## src/rtl/rx_pkg.sv

```systemverilog
// Shared definitions for the serial receive front end: FSM state codes,
// default frame geometry and the frame-length helper.
package rx_pkg;

  typedef enum logic [2:0] {
    IDLE  = 3'd0,
    START = 3'd1,
    DATA  = 3'd2,
    STOP  = 3'd3,
    BREAK = 3'd4
  } rx_state_e;

  localparam int DEF_OVS       = 16;
  localparam int DEF_DATA_BITS = 8;
  localparam int DEF_PARITY_EN = 1;

  function automatic int frame_bits(input int data_bits, input int parity_en);
    return data_bits + parity_en;
  endfunction

endpackage

```

## src/rtl/rx_sync_vote.sv

```systemverilog
// Two-flop synchroniser for the raw rx line plus a sample history taken on
// oversample ticks; produces the 3-sample majority and unanimity flags.
module rx_sync_vote (
  input  logic clk,
  input  logic rst,
  input  logic tick_en,
  input  logic rx,
  output logic rx_s,
  output logic vote,
  output logic unan
);

  logic       sync1_q, sync1_d;
  logic       sync2_q, sync2_d;
  logic [1:0] hist_q, hist_d;
  logic       s0, s1, s2;

  always_comb begin
    sync1_d = rx;
    sync2_d = sync1_q;
    hist_d  = hist_q;
    if (tick_en) begin
      hist_d = {hist_q[0], sync2_q};
    end
  end

  always_ff @(posedge clk or negedge rst) begin
    if (!rst) begin
      sync1_q <= 1'b1;
      sync2_q <= 1'b1;
      hist_q  <= 2'b11;
    end else begin
      sync1_q <= sync1_d;
      sync2_q <= sync2_d;
      hist_q  <= hist_d;
    end
  end

  // On a vote tick the window is the two previous ticks plus the current sample.
  assign s0   = hist_q[1];
  assign s1   = hist_q[0];
  assign s2   = sync2_q;
  assign rx_s = sync2_q;
  assign vote = (s0 & s1) | (s0 & s2) | (s1 & s2);
  assign unan = (s0 & s1 & s2) | ~(s0 | s1 | s2);

endmodule

```

## src/rtl/rx_bit_sampler.sv

```systemverilog
// Receive bit sampler: start-bit qualification, mid-bit majority sampling of
// data/parity bits, stop-bit check and line-break hold-off.
module rx_bit_sampler
  import rx_pkg::*;
#(
  parameter int OVS       = DEF_OVS,
  parameter int DATA_BITS = DEF_DATA_BITS,
  parameter int PARITY_EN = DEF_PARITY_EN
) (
  input  logic       clk,
  input  logic       rst,
  input  logic       tick_en,
  input  logic       rx,
  output logic       strt_beg,
  output logic       rx_bit,
  output logic       bit_vld,
  output logic       frame_done,
  output logic       rx_err,
  output logic       noise_err,
  output logic       busy,
  output logic [2:0] dbg_state
);

  localparam int TW    = $clog2(OVS);
  localparam int NBITS = frame_bits(DATA_BITS, PARITY_EN);
  localparam logic [TW-1:0] T_VOTE  = TW'(OVS / 2 + 1);
  localparam logic [TW-1:0] T_ALIGN = TW'(OVS / 2 + 2);
  localparam logic [TW-1:0] T_LAST  = TW'(OVS - 1);
  localparam logic [3:0]    B_LAST  = 4'(NBITS - 1);

  rx_state_e     state_q, state_d;
  logic [TW-1:0] tcnt_q, tcnt_d, tcnt_inc;
  logic [3:0]    bcnt_q, bcnt_d;
  logic          strt_beg_q, strt_beg_d;
  logic          rx_bit_q, rx_bit_d;
  logic          bit_vld_q, bit_vld_d;
  logic          frame_done_q, frame_done_d;
  logic          rx_err_q, rx_err_d;
  logic          noise_err_q, noise_err_d;
  logic          rx_s, vote, unan, at_vote;

  rx_sync_vote u_sync_vote (
    .clk    (clk),
    .rst    (rst),
    .tick_en(tick_en),
    .rx     (rx),
    .rx_s   (rx_s),
    .vote   (vote),
    .unan   (unan)
  );

  assign tcnt_inc = (tcnt_q == T_LAST) ? '0 : tcnt_q + TW'(1);
  assign at_vote  = (tcnt_q == T_VOTE);

  always_comb begin
    state_d      = state_q;
    tcnt_d       = tcnt_q;
    bcnt_d       = bcnt_q;
    strt_beg_d   = strt_beg_q;
    rx_bit_d     = rx_bit_q;
    bit_vld_d    = 1'b0;
    frame_done_d = 1'b0;
    rx_err_d     = rx_err_q;
    noise_err_d  = noise_err_q;
    if (tick_en) begin
      unique case (state_q)
        IDLE: begin
          if (!rx_s) begin
            state_d = START;
            tcnt_d  = '0;
          end
        end
        START: begin
          if (!at_vote) begin
            tcnt_d = tcnt_inc;
          end else if (vote) begin
            state_d = IDLE;
          end else begin
            // Jump the counter so the next vote falls OVS ticks later, mid bit 0.
            state_d     = DATA;
            strt_beg_d  = 1'b1;
            rx_err_d    = 1'b0;
            noise_err_d = ~unan;
            tcnt_d      = T_ALIGN;
            bcnt_d      = '0;
          end
        end
        DATA: begin
          tcnt_d = tcnt_inc;
          if (at_vote) begin
            rx_bit_d  = vote;
            bit_vld_d = 1'b1;
            if (!unan) noise_err_d = 1'b1;
            if (bcnt_q == B_LAST) state_d = STOP;
            else                  bcnt_d  = bcnt_q + 4'd1;
          end
        end
        STOP: begin
          tcnt_d = tcnt_inc;
          if (at_vote) begin
            frame_done_d = 1'b1;
            strt_beg_d   = 1'b0;
            rx_err_d     = ~vote;
            if (!unan) noise_err_d = 1'b1;
            state_d = vote ? IDLE : BREAK;
          end
        end
        BREAK: begin
          if (rx_s) state_d = IDLE;
        end
        default: state_d = IDLE;
      endcase
    end
  end

  always_ff @(posedge clk or negedge rst) begin
    if (!rst) begin
      state_q      <= IDLE;
      tcnt_q       <= '0;
      bcnt_q       <= '0;
      strt_beg_q   <= 1'b0;
      rx_bit_q     <= 1'b0;
      bit_vld_q    <= 1'b0;
      frame_done_q <= 1'b0;
      rx_err_q     <= 1'b0;
      noise_err_q  <= 1'b0;
    end else begin
      state_q      <= state_d;
      tcnt_q       <= tcnt_d;
      bcnt_q       <= bcnt_d;
      strt_beg_q   <= strt_beg_d;
      rx_bit_q     <= rx_bit_d;
      bit_vld_q    <= bit_vld_d;
      frame_done_q <= frame_done_d;
      rx_err_q     <= rx_err_d;
      noise_err_q  <= noise_err_d;
    end
  end

  assign strt_beg   = strt_beg_q;
  assign rx_bit     = rx_bit_q;
  assign bit_vld    = bit_vld_q;
  assign frame_done = frame_done_q;
  assign rx_err     = rx_err_q;
  assign noise_err  = noise_err_q;
  assign busy       = (state_q != IDLE);
  assign dbg_state  = state_q;

endmodule

```

## config.mk

```make
export PLATFORM = sky130hd
export DESIGN_NAME = rx_bit_sampler
export DESIGN_NICKNAME = d
export VERILOG_FILES = /design/src/rtl/rx_pkg.sv /design/src/rtl/rx_sync_vote.sv /design/src/rtl/rx_bit_sampler.sv
export SDC_FILE = /design/constraint.sdc
export NUM_CORES = 1
export LEC_CHECK = 0
export CAP_MARGIN = 20
export CORE_MARGIN = 10
export CORE_UTILIZATION = 45
export CTS_BUF_LIST = sky130_fd_sc_hd__clkbuf_4 sky130_fd_sc_hd__clkbuf_8 sky130_fd_sc_hd__clkbuf_16
export DETAILED_ROUTE_END_ITERATION = 6
export GPL_TIMING_DRIVEN = 0
export PLACE_DENSITY = 0.78
export SYNTH_ARGS = -nofsm -noshare
export SYNTH_HDL_FRONTEND = slang
export SYNTH_SLANG_ARGS = --single-unit
export TNS_END_PERCENT = 30
```

## constraint.sdc

```tcl
create_clock -name clk -period 3.3 [get_ports clk]
set_input_delay 0.66 -clock clk [delete_from_list [all_inputs] [get_ports clk]]
set_output_delay 0.66 -clock clk [all_outputs]
set_load 0.02 [all_outputs]
```

==> results_dict.tcl, run 1 <==
set metrics [dict create \
    clkSlewWorstSetupHoldPaths_ns 0.11 \
    synthAdderAreaFrac 0.0532 \
    ctsResizeCount 0 \
    crit_path_cell_trace "buf_2 > or3_1 > clkdlybuf4s50_1" \
    routedWlPerCell_um 14.8 \
    slew_headroom 0.387 \
    fp-row-count 18 \
    min_path_type "flop to flop" \
    netlist_area_um2 1150 \
    worstSkewPairLatency_ns 0.31 \
    post_cts_buffers 0 \
    die_x_um 70.6 \
    setup_tns_ns 0 \
    p_clk_frac 0.176 \
    grt.total_usage 0.0950 \
    p_per_area_nw_per_um2 577 \
    synthTopCellsByCount "17 x dfrtp_1, 7 x inv_1, 6 x nand3_1, 6 x o21ai_0" \
    start_util 0.469 \
    dpl.hpwl_um 1730 \
    cp.buffers_inverters 2 \
    die_area_um2 4990 \
    muxShareOfSynthArea 0.0391 \
    synth_top_cells_by_area "dfrtp_1 37%, dfstp_2 9.1%, ha_1 4.3%, o31ai_1 3.3%, mux2_2 2.9%" \
    fmax_mhz 409 \
    die-height_um 70.6 \
    drtPass1Iterations 4 \
    areaGrowthSynthToFinish_pct 16.3 \
    drive_gt1_frac 0.159 \
    viasPerCell 5.76 \
    ys_async_sr_fraction 1.00 \
    hold_ws_ns 0.365 \
    setup_viol 0 \
    syn_nets 118 \
    antenna_cells 0 \
    maxCapViolCount 0 \
    syn_area_per_cell_um2 10.5 \
    gr-total-overflow 0 \
    critPathRequiredTime_ns 2.64 \
    fin_skew_ns 0.000750 \
    cts_tree "done" \
    synth_xor_area_frac 0 \
    ir_worst_vdd_mv 0.286 \
    numCtsBuffers 3 \
    cp.arrival_ns 1.79 \
    synthFlopType "dfrtp_1" \
    ys_seq_area_frac 0.460 \
    drt_wl_total_um 2320 \
    cp_top_family "buffers and inverters" \
    hold_viol 0 \
    cts_max_level 1 \
    swShare 0.355 \
    period_share 0.741 \
    ant_nets 0 \
    clk_path_buf_depth 2 \
    first_global_vias 892 \
    synthSimpleGateAreaFrac 0.189 \
    slew_violations 0 \
    drc 0 \
    max_stage_delay_ns 0.54 \
    p_seq_frac 0.420 \
    outcome "finished, final reports clean" \
    path_max_fanout 10 \
    rsz0062_at_grt "no" \
    totalPowerFinal_w 0.000774 \
    drt_iter0_drc 35 \
    port_buffers 12 \
    synth_seq_cells 21 \
    final_util 0.546 \
    synth_cells 110 \
    ios 14 \
    synth_edf_count 0 \
    antenna_found_initial 0 \
    place_ws_ns 1.19 \
    gp_congestion 0.829 \
    ctsHoldBuffers 0 \
    synth_top_area_frac 0.369 \
    grt_max_degree 22 \
    core_area_um2 2450 \
    switching_power_w 0.000275 \
    grt_pass1_wl_um 3950 \
    synth_top_family_by_area "compound AO/OA/AOI/OAI gates" \
    cts_root_buf "clkbuf_4" \
    yosys.area.top_type "dfrtp_1" \
    crit_path_end_kind "output port" \
    clock_sinks 21 \
    worstMarginPinSlew_ns 0.916 \
    internal_power_w 0.000499 \
    yosysUniqueCellTypes 44 \
    cp_slowest_cell "clkdlybuf4s50_1" \
    fin_crit_ns 2.45 \
    p_leak_nw 0.596 \
    fin_nets 135 \
    yosysWarningCount 0 \
    synth_compound_area_frac 0.204 \
    setup_ws_ns 0.854 \
    num_vias 899 \
    startpoint_type "flop" \
    combPwrFrac 0.404 \
    path_class "flop to output port" \
    yosysMostFrequentCell "dfrtp_1" \
]
## routing by layer
layer	up-vias	wire length, µm	part of all wire	track usage
met3	5	73	0.032	0.0209
met4	0	45	0.019	0.0559
li1	443	-	-	-
met5	-	0	0	0
met1	437	1040	0.45	0.110
met2	14	1150	0.50	0.157
## kinds of logic (layout without fill, tap and decap cells)
logic type,after synthesis,after routing
adder cells (fa/ha/maj),5,5
multiplexers,4,4
buffers and inverters,12,28
AO/OA/AOI/OAI,32,32
flip-flops,21,21
AND/OR/NAND/NOR,36,36
## cell usage in the layout (no fill, tap or decap), types with 2 or more instances in the layout
| master | Yosys | routed |
|---|---|---|
| clkbuf_4 | 0 | 4 |
| o21ai_0 | 6 | 6 |
| nor2_1 | 5 | 5 |
| buf_6 | 2 | 2 |
| nand2_1 | 4 | 4 |
| o31ai_1 | 5 | 5 |
| a21o_1 | 2 | 2 |
| nand3_1 | 6 | 6 |
| ha_1 | 4 | 4 |
| mux2_2 | 3 | 3 |
| clkdlybuf4s50_1 | 0 | 12 |
| inv_1 | 7 | 7 |
| nand3b_1 | 2 | 2 |
| or3_1 | 3 | 3 |
| dfrtp_1 | 17 | 17 |
| nor3_1 | 3 | 3 |
| buf_2 | 2 | 2 |
| a22o_1 | 2 | 2 |
| dfstp_2 | 4 | 4 |
| a31oi_1 | 3 | 3 |
| a21oi_1 | 5 | 5 |
## power groups by stage
stage / Combinational (W) / Sequential, W / Clock, W
2_1_floorplan: 0.000214 / 0.000338 / 0
3_3_place_gp: 0.000302 / 0.000328 / 0
3_5_place_dp: 0.000314 / 0.000331 / 0
4_1_cts: 0.000314 / 0.000326 / 0.000140
5_1_grt: 0.000346 / 0.000330 / 0.000150
6_report: 0.000313 / 0.000325 / 0.000136
## registers in the layout, indices dropped and copies added (netlist names)
signal	flops
bcnt_q	4
u_sync_vote.rx_s	1
tcnt_q	4
noise_err	1
strt_beg	1
u_sync_vote.sync1_q	1
rx_err	1
frame_done	1
bit_vld	1
dbg_state	3
rx_bit	1
u_sync_vote.hist_q	2
## through the flow
stage | instance area (µm²) | cells
finish | 1340 | 156
global route | 1340 | 156
CTS | 1340 | 156
detailed placement | 1310 | 152
global placement | 1310 | 152
floorplan | 1150 | 110
## worst paths after layout
| check | from | cells after the start | to | slack [ns] |
|---|---|---|---|---|
| worst max register to register | tcnt_q[1] | 7 | bcnt_q[3] | 1.28 |
| worst min register to register | u_sync_vote.sync1_q | 0 | u_sync_vote.rx_s | 0.36 |
| min in group asynchronous | rst | 1 | tcnt_q[3] | 0.85 |
| worst max-delay path | dbg_state[1] | 3 | busy | 0.85 |
| max in group asynchronous | rst | 1 | bcnt_q[1] | 1.90 |
| worst min-delay path | u_sync_vote.sync1_q | 0 | u_sync_vote.rx_s | 0.36 |
## cell type report
type | instances | area (µm²)
Fill cell | 228 | 1110
Multi-Input combinational cell | 77 | 559
Sequential cell | 21 | 531
Timing Repair Buffer | 12 | 120
Tap cell | 30 | 37.5
Buffer | 5 | 36.3
Clock buffer | 4 | 30.0
Inverter | 7 | 26.3
No activity file was read; power rests on OpenSTA's default activity.
==> run 2, diff against run 1 <==
==> constraint.sdc (replaced) <==
create_clock -name clk -period 2.5 [get_ports clk]
set_input_delay 0.5 -clock clk [delete_from_list [all_inputs] [get_ports clk]]
set_output_delay 0.5 -clock clk [all_outputs]
set_load 0.02 [all_outputs]
==> results of run 2 <==
Same layout as run 1 (identical final DEF). Status: finished, final reports clean.
Among the figures that moved: setup slack after placement 1.19 ns -> 0.524 ns; setup slack after layout 0.854 ns -> 0.214 ns; register-to-register setup slack 1.28 ns -> 0.48 ns; total power 0.000774 W -> 0.00102 W; worst IR drop on VDD 0.286 mV -> 0.377 mV
==> run 3, diff against run 2 <==
--- a/config.mk
+++ b/config.mk
@@ -15,4 +15,4 @@
 export SYNTH_ARGS = -nofsm -noshare
 export SYNTH_HDL_FRONTEND = slang
 export SYNTH_SLANG_ARGS = --single-unit
-export TNS_END_PERCENT = 30
+export TNS_END_PERCENT = 5
==> results of run 3 <==
Same layout as run 1 (identical final DEF). Status: finished, final reports clean.
Among the figures that moved: setup slack after placement 1.19 ns -> 0.524 ns; setup slack after layout 0.854 ns -> 0.214 ns; register-to-register setup slack 1.28 ns -> 0.48 ns; total power 0.000774 W -> 0.00102 W; worst IR drop on VDD 0.286 mV -> 0.377 mV
